[src/rtl/matrix_pkg.sv]
// Shared types for the 5x7 status LED matrix scanner.
// Holds matrix state codes, geometry and the scanner FSM encoding.
package matrix_pkg;

  localparam int COLUMN_COUNT = 5;
  localparam int ROW_COUNT    = 7;

  typedef enum logic [2:0] {
    FILLING  = 3'b000,
    CLEANING = 3'b001,
    ERROR    = 3'b010,
    SPLINKER = 3'b011,
    DRIPPER  = 3'b100
  } matrix_state_e;

  typedef enum logic [1:0] {
    IDLE,
    LOAD,
    BLANK,
    DRIVE
  } scan_state_e;

  typedef logic [ROW_COUNT-1:0] row_t;

endpackage

[src/rtl/matrix_slot_timer.sv]
// Column slot counter: runs 0..TICK_DIVISOR-1 and wraps at each slot.
// Strobes mark the last blanking cycle and the last cycle of the slot.
module matrix_slot_timer #(
  parameter int TICK_DIVISOR = 5000,
  parameter int BLANK_CYCLES = 50
) (
  input  logic clock,
  input  logic reset_n,
  input  logic clear,
  output logic blank_done,
  output logic slot_done
);

  localparam int W =
    (TICK_DIVISOR > 1) ? $clog2(TICK_DIVISOR) : 1;
  localparam logic [W-1:0] SLOT_LAST =
    W'(TICK_DIVISOR - 1);
  localparam logic [W-1:0] BLANK_LAST =
    W'(BLANK_CYCLES - 1);

  logic [W-1:0] cnt;

  always_ff @(posedge clock or negedge reset_n) begin
    if (!reset_n) begin
      cnt <= '0;
    end else if (clear || slot_done) begin
      cnt <= '0;
    end else begin
      cnt <= cnt + 1'b1;
    end
  end

  assign blank_done = (cnt == BLANK_LAST);
  assign slot_done  = (cnt == SLOT_LAST);

endmodule

[src/rtl/matrix_column_scanner.sv]
// Time-multiplexed 5x7 LED matrix column scanner with per-slot blanking.
// Optional error blink: define MATRIX_ERROR_BLINK_EN.
module matrix_column_scanner
  import matrix_pkg::*;
#(
  parameter int TICK_DIVISOR = 5000,
  parameter int BLANK_CYCLES = 50,
  parameter int BLINK_FRAMES = 64
) (
  input  logic       clock,
  input  logic       reset_n,
  input  logic       enable,
  input  logic [2:0] state,
  input  logic [6:0] column_4,
  input  logic [6:0] column_3,
  input  logic [6:0] column_2,
  input  logic [6:0] column_1,
  input  logic [6:0] column_0,
  output logic [4:0] column_select,
  output logic [6:0] row,
  output logic       frame_done
);

  scan_state_e fsm;
  logic [2:0]  col_idx;
  row_t [COLUMN_COUNT-1:0] frame_buf;
  row_t [COLUMN_COUNT-1:0] cols_in;

  logic blank_done;
  logic slot_done;
  logic timer_clear;
  logic frame_end;
  logic lit;

  assign cols_in = {column_4, column_3, column_2,
                    column_1, column_0};

  assign timer_clear = !enable || (fsm == IDLE) ||
                       (fsm == LOAD);

  assign frame_end = (fsm == DRIVE) && slot_done &&
                     (col_idx == 3'd0);

  matrix_slot_timer #(
    .TICK_DIVISOR(TICK_DIVISOR),
    .BLANK_CYCLES(BLANK_CYCLES)
  ) u_timer (
    .clock     (clock),
    .reset_n   (reset_n),
    .clear     (timer_clear),
    .blank_done(blank_done),
    .slot_done (slot_done)
  );

`ifdef MATRIX_ERROR_BLINK_EN
  localparam int BW =
    (BLINK_FRAMES > 1) ? $clog2(BLINK_FRAMES) : 1;

  logic          blink_phase;
  logic [BW-1:0] blink_cnt;
  logic [2:0]    cap_state;

  always_ff @(posedge clock or negedge reset_n) begin
    if (!reset_n) begin
      blink_phase <= 1'b1;
      blink_cnt   <= '0;
      cap_state   <= FILLING;
    end else if (fsm == LOAD) begin
      cap_state <= state;
      if (state != ERROR) begin
        blink_phase <= 1'b1;
        blink_cnt   <= '0;
      end
    end else if (frame_end && cap_state == ERROR) begin
      if (blink_cnt == BW'(BLINK_FRAMES - 1)) begin
        blink_cnt   <= '0;
        blink_phase <= ~blink_phase;
      end else begin
        blink_cnt <= blink_cnt + 1'b1;
      end
    end
  end

  assign lit = blink_phase;
`else
  logic unused_state;
  assign unused_state = ^state;
  assign lit = 1'b1;
`endif

  always_ff @(posedge clock or negedge reset_n) begin
    if (!reset_n) begin
      fsm           <= IDLE;
      column_select <= 5'b11111;
      row           <= '0;
      frame_done    <= 1'b0;
      col_idx       <= 3'd4;
      frame_buf     <= '0;
    end else begin
      frame_done <= 1'b0;
      unique case (fsm)
        IDLE: begin
          column_select <= 5'b11111;
          row           <= '0;
          if (enable) fsm <= LOAD;
        end
        LOAD: begin
          frame_buf <= cols_in;
          col_idx   <= 3'd4;
          fsm       <= enable ? BLANK : IDLE;
        end
        BLANK: begin
          if (!enable) begin
            fsm <= IDLE;
          end else if (blank_done) begin
            fsm <= DRIVE;
            if (lit) begin
              column_select <= ~(5'b00001 << col_idx);
              row           <= frame_buf[col_idx];
            end
          end
        end
        DRIVE: begin
          // a completed frame reports even if enable just fell
          if (frame_end) begin
            frame_done    <= 1'b1;
            column_select <= 5'b11111;
            row           <= '0;
            fsm           <= enable ? LOAD : IDLE;
          end else if (!enable) begin
            column_select <= 5'b11111;
            row           <= '0;
            fsm           <= IDLE;
          end else if (slot_done) begin
            column_select <= 5'b11111;
            row           <= '0;
            col_idx       <= col_idx - 3'd1;
            fsm           <= BLANK;
          end
        end
        default: begin
          column_select <= 5'b11111;
          row           <= '0;
          fsm           <= IDLE;
        end
      endcase
    end
  end

endmodule

[config.mk]
export PLATFORM = sky130hd
export DESIGN_NAME = matrix_column_scanner
export DESIGN_NICKNAME = d
export VERILOG_FILES = /design/src/rtl/matrix_pkg.sv /design/src/rtl/matrix_slot_timer.sv /design/src/rtl/matrix_column_scanner.sv
export SDC_FILE = /design/constraint.sdc
export NUM_CORES = 1
export LEC_CHECK = 0
export ABC_AREA = 1
export CAP_MARGIN = 20
export CORE_UTILIZATION = 58
export CTS_CLUSTER_SIZE = 8
export DETAILED_ROUTE_END_ITERATION = 12
export PLACE_DENSITY = 0.86
export SETUP_SLACK_MARGIN = 0.3
export SLEW_MARGIN = 20
export SYNTH_ARGS = -nofsm -noshare
export SYNTH_HDL_FRONTEND = slang
export SYNTH_SLANG_ARGS = --single-unit
[constraint.sdc]
create_clock -name clock -period 2.7 [get_ports clock]
set_input_delay 0.54 -clock clock [delete_from_list [all_inputs] [get_ports clock]]
set_output_delay 0.54 -clock clock [all_outputs]
set_load 0.05 [all_outputs]
# Word level (Yosys, flattened, before mapping)
# Cells that the tools add are included.
# op_classes
magnitude_cmp	1
n_shift	1
bitwise_logic	1
n_reduce_logical	13
n_eq_ne	13
mux	30
addsub	2
# op_table
op	count
$mux 7	6
$mux 5	5
$bmux 7 s3	1
$pmux 7 s3	1
$pmux 5 s3	1
$mux 2	7
$add 13x1->13 const B	1
$eq 13x13->1 const B	1
$eq 13x6->1 const B	1
$mux 13	1
$ne 2x2->1 const B	6
$mux 3	3
$pmux 2 s4	1
$reduce_and 4->1	2
$pmux 3 s2	1
$not 5->5	1
$shl 1x3->5 const A	1
$eq 2x2->1 const B	2
$lt 3x4->1 const B	1
$ne 4x4->1 const B	1
$logic_not 3->1	1
$logic_or 1x1->1	3
$mux 1	3
$ne 3x3->1 const B	1
other kinds (8)	9
# word_totals
elab_cells	72
ff_bits	66

# Logic depth before layout (Yosys ltp)
# Gate-level depths: netlist of the first run.
# depth
ltp_word	5
mapped_depth	11
ltp_nobuf	10

# Hierarchy
# A second synthesis of the first run with hierarchy kept.
# unflattened
cells_unflattened	443
area_unflattened_um2	3372.0
# modules_own_cells
module	area_per_inst_um2	n_inst	cells_per_inst
matrix_column_scanner	2612.5	1	338
matrix_slot_timer	759.5	1	105

# Least setup slack after synthesis of the first run
# OpenSTA, ideal clock, no wires.
# synth_path
path_kind	reg2reg
start	reg fsm[0]
end	reg row[2]
stages_incl_launch_ff	10
period_less_slack_ps	1571
arrival_time_ps	1451
setup_slack_ps	1129
n_path_buf	2
path_cell_list	dfrtp_1 inv_1 ha_1 buf_4 or2_2 nand2_2 nand2_4 buf_6 nand2_1 o21ai_2
# synth_via
elab_chain_cells	5
word_cells_on_any_way	12
cone_classes	5 x eq/ne; 2 x mux; 5 x reduce/logical
# synth_rtl
item	line_no	rtl
from (decl)	matrix_column_scanner.sv:24	scan_state_e fsm;
from (signal assigned)	matrix_column_scanner.sv:110	fsm <= enable ? BLANK : IDLE;
from (signal assigned)	matrix_column_scanner.sv:129	fsm <= enable ? LOAD : IDLE;
$eq 2x2->1	matrix_column_scanner.sv:41, matrix_column_scanner.sv:101	
$logic_and 1x1->1 (2 in a row)	matrix_column_scanner.sv:41	assign frame_end = (fsm == DRIVE) && slot_done &&
$ne 4x4->1 (no line) / $mux 7 (equally long branches)	-	
$reduce_and 4->1 (no line) / $pmux 7 s3 (equally long branches)	-	
to (signal assigned)	matrix_column_scanner.sv:119	row <= frame_buf[col_idx];
to (decl)	matrix_column_scanner.sv:20	output logic [6:0] row,
# Parallel ways exist; a longest one is shown, timed or not.
# A chain may end at the register's enable or synchronous reset.

# Final worst setup path of the first run
# layout_path
start	reg column_select[4]
end	out column_select[4]
# layout_rtl
item	line_no	rtl
from (decl)	matrix_column_scanner.sv:19	output logic [4:0] column_select,
from (signal assigned)	matrix_column_scanner.sv:118	column_select <= ~(5'b00001 << col_idx);
# No word-level cell between the ends.

==> reports/results.ini, run 1 <==
[finish]
seqCellArea_sq_um = 1659
synthToLayoutAreaGrowth_pct = 20.93
antenna_cells = 0
multi_input_area_sq_um = 1523
layout-drive-gt1-share_pct = 17.95
finalNetCount = 488
final_core_util_pct = 73.87
n_fill_cell = 407

[yosys]
synth_top_cell_area_share_pct = 43.83
yosys.cell_types.count = 32
yosysWarnings = 0
synth-seq-area-share_pct = 48.43
postSynthCellCount = 387
syn_nets = 439
ys_ff_latch = 66
avgSynthCellArea_sq_um = 8.852
yosys.area.top_type = dfrtp_1
synth_top_cells_by_area = dfrtp_1 (44%), nand2_1 (10%), mux2_2 (7.6%), dfstp_2 (4.6%), ha_1 (4.0%)
syn_area_sq_um = 3426

[worst_setup_path]
slowest_delay_ns = 0.79
path_buf_inv = 1
path_cells = clkdlybuf4s50_1
worstPathRequired_ns = 2.16
crit_slowest_cell = clkdlybuf4s50_1
arrival_ns = 1.67
startpoint_type = flip-flop
rr_startpoint = col_idx[1]
worstSetupPathType = flip-flop to output pin
crit_fanout = 2
startpoint = column_select[4]
crit_family = buffers and inverters
worstSetupEndpointType = output pin

[cts]
hold_buffers = 0
numClockSinks = 66
cts_resized = 0
numCtsBuffers = 9
clock-root-buffer = clkbuf_8
h-tree-depth = 3
post_cts_buffers = 0
cts_tree = done
cts.path.max_buffers = 2
clk_latency_ns = 0.34
clk_pin_slew_ns = 0.07

[route]
wl_per_cell_um = 14.48
dr.pass1.iters = 5
viasPerCell = 5.457
via_count = 2794
antenna_left = 0
wirelength_mm = 7.414
drc = 0
drtIter0Drc = 201

[floorplanning]
core_area_sq_um = 5608
die_h_um = 78.86
die_x_um = 78.86
io_pins = 54
num_rows = 27
dieArea_sq_um = 6218
initial_utilization_pct = 61.09

[sta]
max_freq_mhz = 453.4
finalSetupViolations = 0
worstMarginPinSlew_ns = 0.6701
tns_ns = 0
finalHoldViolations = 0
relSlewSlack_pct = 55.33
rsz0062_at_grt = no
skew_ns = 0.006086
fin_crit_sh_pct = 81.68
period_needed_ns = 2.205
final-max-slew-violation-count = 0

[run_status]
outcome = finished, final reports clean

[placement]
place.gp.congestion = 0.8823
io_buffers = 50
dp_hpwl_mm = 5.181

[global_routing]
first_global_vias = 2609
antenna_found_initial = 0
grt_usage_pct = 26.69
grt_pass1_wl_mm = 12.39
overflow = 0
grt_max_degree = 51

[worst_hold_path]
hp-class = primary input to async pin

[pwr]
leakage_nw = 1.880
vdd_drop_max_mv = 0.8422
power_density_nw_per_um2 = 1035

[run]
maxCapViolations = 0

metrics by stage:
stage	std cells	worst slack [ns]	instance area (sq um)	hold slack, ns	power, mW
floorplan	387	1.129	3426	0.2444	3.055
global placement	497	0.7451	3950	0.4660	3.351
detailed placement	497	0.6730	3950	0.4684	3.455
CTS	512	0.4831	4143	0.1503	4.284
global route	512	0.4513	4143	0.1672	4.560
finish	512	0.4945	4143	0.1410	4.289
cell usage in the layout (no fill, tap or decap), types with 6 or more instances in the layout:
master / instances
clkdlybuf4s50_1: 49
nand3_1: 20
nand2_2: 7
dfrtp_1: 60
dfstp_2: 6
nand2_1: 92
clkbuf_8: 10
o21ai_2: 12
inv_1: 36
o21ai_0: 25
a21oi_1: 18
ha_1: 11
nor2_1: 31
nor3_1: 7
mux2_2: 23
kinds of logic after synthesis:
group           share of synthesized area (%)
compound gates                          9.861
xor+xnor                               0.5114
fa+ha+maj                               4.017
buf+inv                                 7.121
flops                                   48.43
mux                                     7.560
simple gates                            22.50
registers in the layout (all words and copies together) (netlist names):
register and flops:
frame_buf 35, u_timer.cnt 13, row 7, column_select 5
col_idx 3, fsm 2, frame_done 1
power by group:
group	total [mW]	switching [mW]	internal (mW)
logic	1.85	1.14	0.713
clock network	0.825	0.382	0.443
registers	1.61	0.208	1.40
total	4.29	1.73	2.56
metal layers:
| layer | routed length, um | part of all wire [%] | track usage [%] | vias to the layer above |
|---|---|---|---|---|
| li1 | - | - | - | 1338 |
| met4 | 181 | 2.4 | 14.18 | 0 |
| met2 | 3462 | 47 | 39.65 | 98 |
| met3 | 304 | 4.1 | 4.598 | 20 |
| met5 | 0 | 0 | 0 | - |
| met1 | 3466 | 47 | 37.53 | 1338 |
final cells by class:
cell class / count / area share, %
Clock inverter: 5 / 1.329
Multi-Input combinational cell: 267 / 36.76
Clock buffer: 10 / 3.322
Sequential cell: 66 / 40.05
Inverter: 39 / 3.564
Tap cell: 72 / 2.175
Timing Repair Buffer: 53 / 12.81
synthesized netlist by cell type:
master,count
nor2_4,1
inv_2,1
buf_2,5
mux2_2,23
nand3_1,20
clkinv_1,1
nor3b_2,1
a21oi_1,18
ha_1,11
dfrtp_1,60
o21ai_1,2
buf_6,3
inv_1,36
buf_4,3
nand2_4,2
dfstp_2,6
nand3_2,1
nor2_2,3
or2_2,2
clkbuf_1,4
o21ai_0,25
nor2_1,31
nand2_1,92
nand2_2,7
clkinv_2,1
o21ai_2,12
nor3b_1,3
o21bai_1,1
nand4_1,2
nand3b_1,1
xor2_1,2
nor3_1,7
final timing paths:
check | endpoint | cells after the start | slack [ns]
max in group asynchronous | col_idx[2] | 2 | 1.88
hold reg to reg | column_select[3] | 2 | 0.48
setup / recovery | column_select[4] | 1 | 0.49
setup reg to reg | col_idx[0] | 6 | 0.62
hold / removal | frame_buf[1] | 1 | 0.14
min in group clock | column_select[3] | 2 | 0.48
No activity file was read; power rests on OpenSTA's default activity.
==> run 2, diff against run 1 <==
- CORE_UTILIZATION: 58 -> 49
- PLACE_DENSITY: 0.86 -> 0.78
- clock period: 2.7 -> 2 ns (I/O delays scaled with it)
==> reports/results.ini, run 2 (synthesized netlist as in run 1, its figures left out) <==
[pwr]
power_density_nw_per_um2 = 1382  ; +33%
comb_power_share_pct = 43.7  ; +0.5 points
vdd_drop_max_mv = 0.6020  ; -29%
p_clk_share_pct = 19.2  ; about the same
finalPower_mw = 5.841  ; +36%
leakage_nw = 1.964  ; +4.4%
pwr-share-seq_pct = 37.1  ; -0.5 points
switching_share_pct = 39.91  ; -0.39 points
p_switching_mw = 2.332  ; +35%
internal_power_mw = 3.510  ; +37%

[floorplanning]
die_x_um = 85.62  ; +8.6%
io_pins = 54  ; unchanged
core_area_sq_um = 6756  ; +20%
die_h_um = 85.62  ; +8.6%
initial_utilization_pct = 50.70  ; -10 points
dieArea_sq_um = 7330  ; +18%
num_rows = 30  ; +11%

[sta]
max_freq_mhz = 610.0
fin_hold_ws_ns = -0.006755  ; -0.1477 ns
rsz0062_at_grt = no
fin_crit_sh_pct = 81.97
skew_ns = 0.007748  ; +0.001661 ns
tns_ns = 0  ; unchanged
finalHoldViolations = 4  ; +4
relSlewSlack_pct = 67.64  ; +12 points
final-max-slew-violation-count = 0  ; unchanged
worstMarginPinSlew_ns = 0.4873  ; -0.1828 ns
finalSetupViolations = 0  ; unchanged
period_needed_ns = 1.639

[route]
wl_met3_um = 347  ; +14%
wl_met2_mm = 3.216  ; -7.1%
viasPerCell = 5.178  ; -5.1%
wl_per_cell_um = 13.30  ; -8.1%
routed.top_layer = met4
drc = 0  ; unchanged
via_count = 2729  ; -2.3%
dr.pass1.iters = 5  ; unchanged
m1WireLength_mm = 3.344  ; -3.5%
antenna_left = 0  ; unchanged
wirelength_mm = 7.011  ; -5.4%
drtIter0Drc = 201  ; unchanged

[finish]
final_core_util_pct = 62.57  ; -11 points
largest_register = frame_buf
reg.largest.list = frame_buf: 35 flops, u_timer.cnt: 13 flops, row: 7 flops
final_cell_mix = nand2_1 (92), dfrtp_1 (60), clkdlybuf4s50_1 (36)
synthToLayoutAreaGrowth_pct = 23.41
largest_reg_flops = 35  ; unchanged
finalNetCount = 495  ; +1.4%
fin_area_sq_um = 4228  ; +2.1%
layout_commonest_cell = nand2_1
layout-drive-gt1-share_pct = 20.81  ; +2.9 points
n_fill_cell = 572  ; +41%
antenna_cells = 0  ; unchanged

[global_routing]
antenna_found_initial = 0  ; unchanged
overflow = 0  ; unchanged
grt_max_degree = 51  ; unchanged
first_global_vias = 2637  ; +1.1%
grt_pass1_wl_mm = 11.84  ; -4.4%
grt_usage_pct = 20.39  ; -6.3 points

[worst_setup_path]
worstSetupPathType = flip-flop to output pin
crit_cells = 1  ; unchanged
crit_family = buffers and inverters
crit_fanout = 2  ; unchanged
path_cells = dlygate4sd2_1
slowest_delay_ns = 0.53  ; -0.26 ns
reg2reg_depth = 7  ; +1
path_buf_inv = 1  ; unchanged
worstPathRequired_ns = 1.60  ; -0.56 ns
worstSetupEndpointType = output pin
crit_slowest_cell = dlygate4sd2_1
startpoint_type = flip-flop
arrival_ns = 1.24  ; -0.43 ns

[cts]
clk_pin_slew_ns = 0.07  ; about the same
h-tree-depth = 3  ; unchanged
clock-root-buffer = clkbuf_8
numClockSinks = 66  ; unchanged
cts.path.max_buffers = 2  ; unchanged
cts_tree = done
numCtsBuffers = 9  ; unchanged
hold_buffers = 0  ; unchanged
clk_latency_ns = 0.34  ; about the same

[placement]
detailed_place.area_sq_um = 4005  ; +1.4%
io_buffers = 50  ; unchanged
place.gp.congestion = 0.8258  ; -6.4%
dp_hpwl_mm = 4.948  ; -4.5%

[worst_hold_path]
hp-class = primary input to async pin

[run_status]
violations = negative hold slack
outcome = finished, violations left

[run]
maxCapViolations = 0  ; unchanged

## run 2: changes by cell type in the layout (fill, tap and decap cells not counted), moves of 2 or more
cell / before / now
buf_4: 2 / 12
dlygate4sd2_1: 0 / 8
buf_12: 1 / 3
clkdlybuf4s50_1: 49 / 36
clkinv_4: 0 / 2
## run 2: repair_timing
item / in CTS / in global routing
buffers inserted: 0 / 3
pin swaps: 0 / 0
setup endpoints to repair: 8 / 12
gates resized for setup: 8 / 3
## run 2: metal layers
layer  vias up  global-route usage [%]
met5         -                       0
met4         0                   6.970
met3        11                   4.139
met2        83                   32.36
met1      1280                   28.04
li1       1355                       -
## run 2: area by class of cell
cell class	count	area (sq um)	area share, %
Clock buffer	11	141.4	3.344
Clock inverter	4	52.55	1.243
Inverter	39	155.1	3.670
Multi-Input combinational cell	267	1534	36.28
Sequential cell	66	1659	39.24
Tap cell	80	100.1	2.368
Timing Repair Buffer	60	585.6	13.85
## run 2: per-stage QoR
stage	setup slack, ns	instances
2_1_floorplan	0.4292	387
3_3_place_gp	0.2277	509
3_5_place_dp	0.2110	509
4_1_cts	0.3529	524
5_1_grt	0.2270	527
6_report	0.3606	527
## run 2: path summary, 6_finish.rpt
check / startpoint / endpoint / slack, ns
max: row[5] / row[5] / 0.36
min: reset_n / row[3] / -0.007
max reg2reg: fsm[0] / row[0] / 0.41
min reg2reg: row[3] / row[3] / 0.48
max in group asynchronous: reset_n / frame_buf[8] / 1.32
min in group clock: row[3] / row[3] / 0.48
## run 2: power by group through the flow
stage | registers (mW) | logic [mW] | clock network (mW)
final | 2.17 | 2.56 | 1.12
after floorplan | 2.45 | 1.67 | 0
after detailed placement | 2.19 | 2.51 | 0
after CTS | 2.17 | 2.48 | 1.13
after global routing | 2.23 | 2.80 | 1.19
after global placement | 2.16 | 2.42 | 0
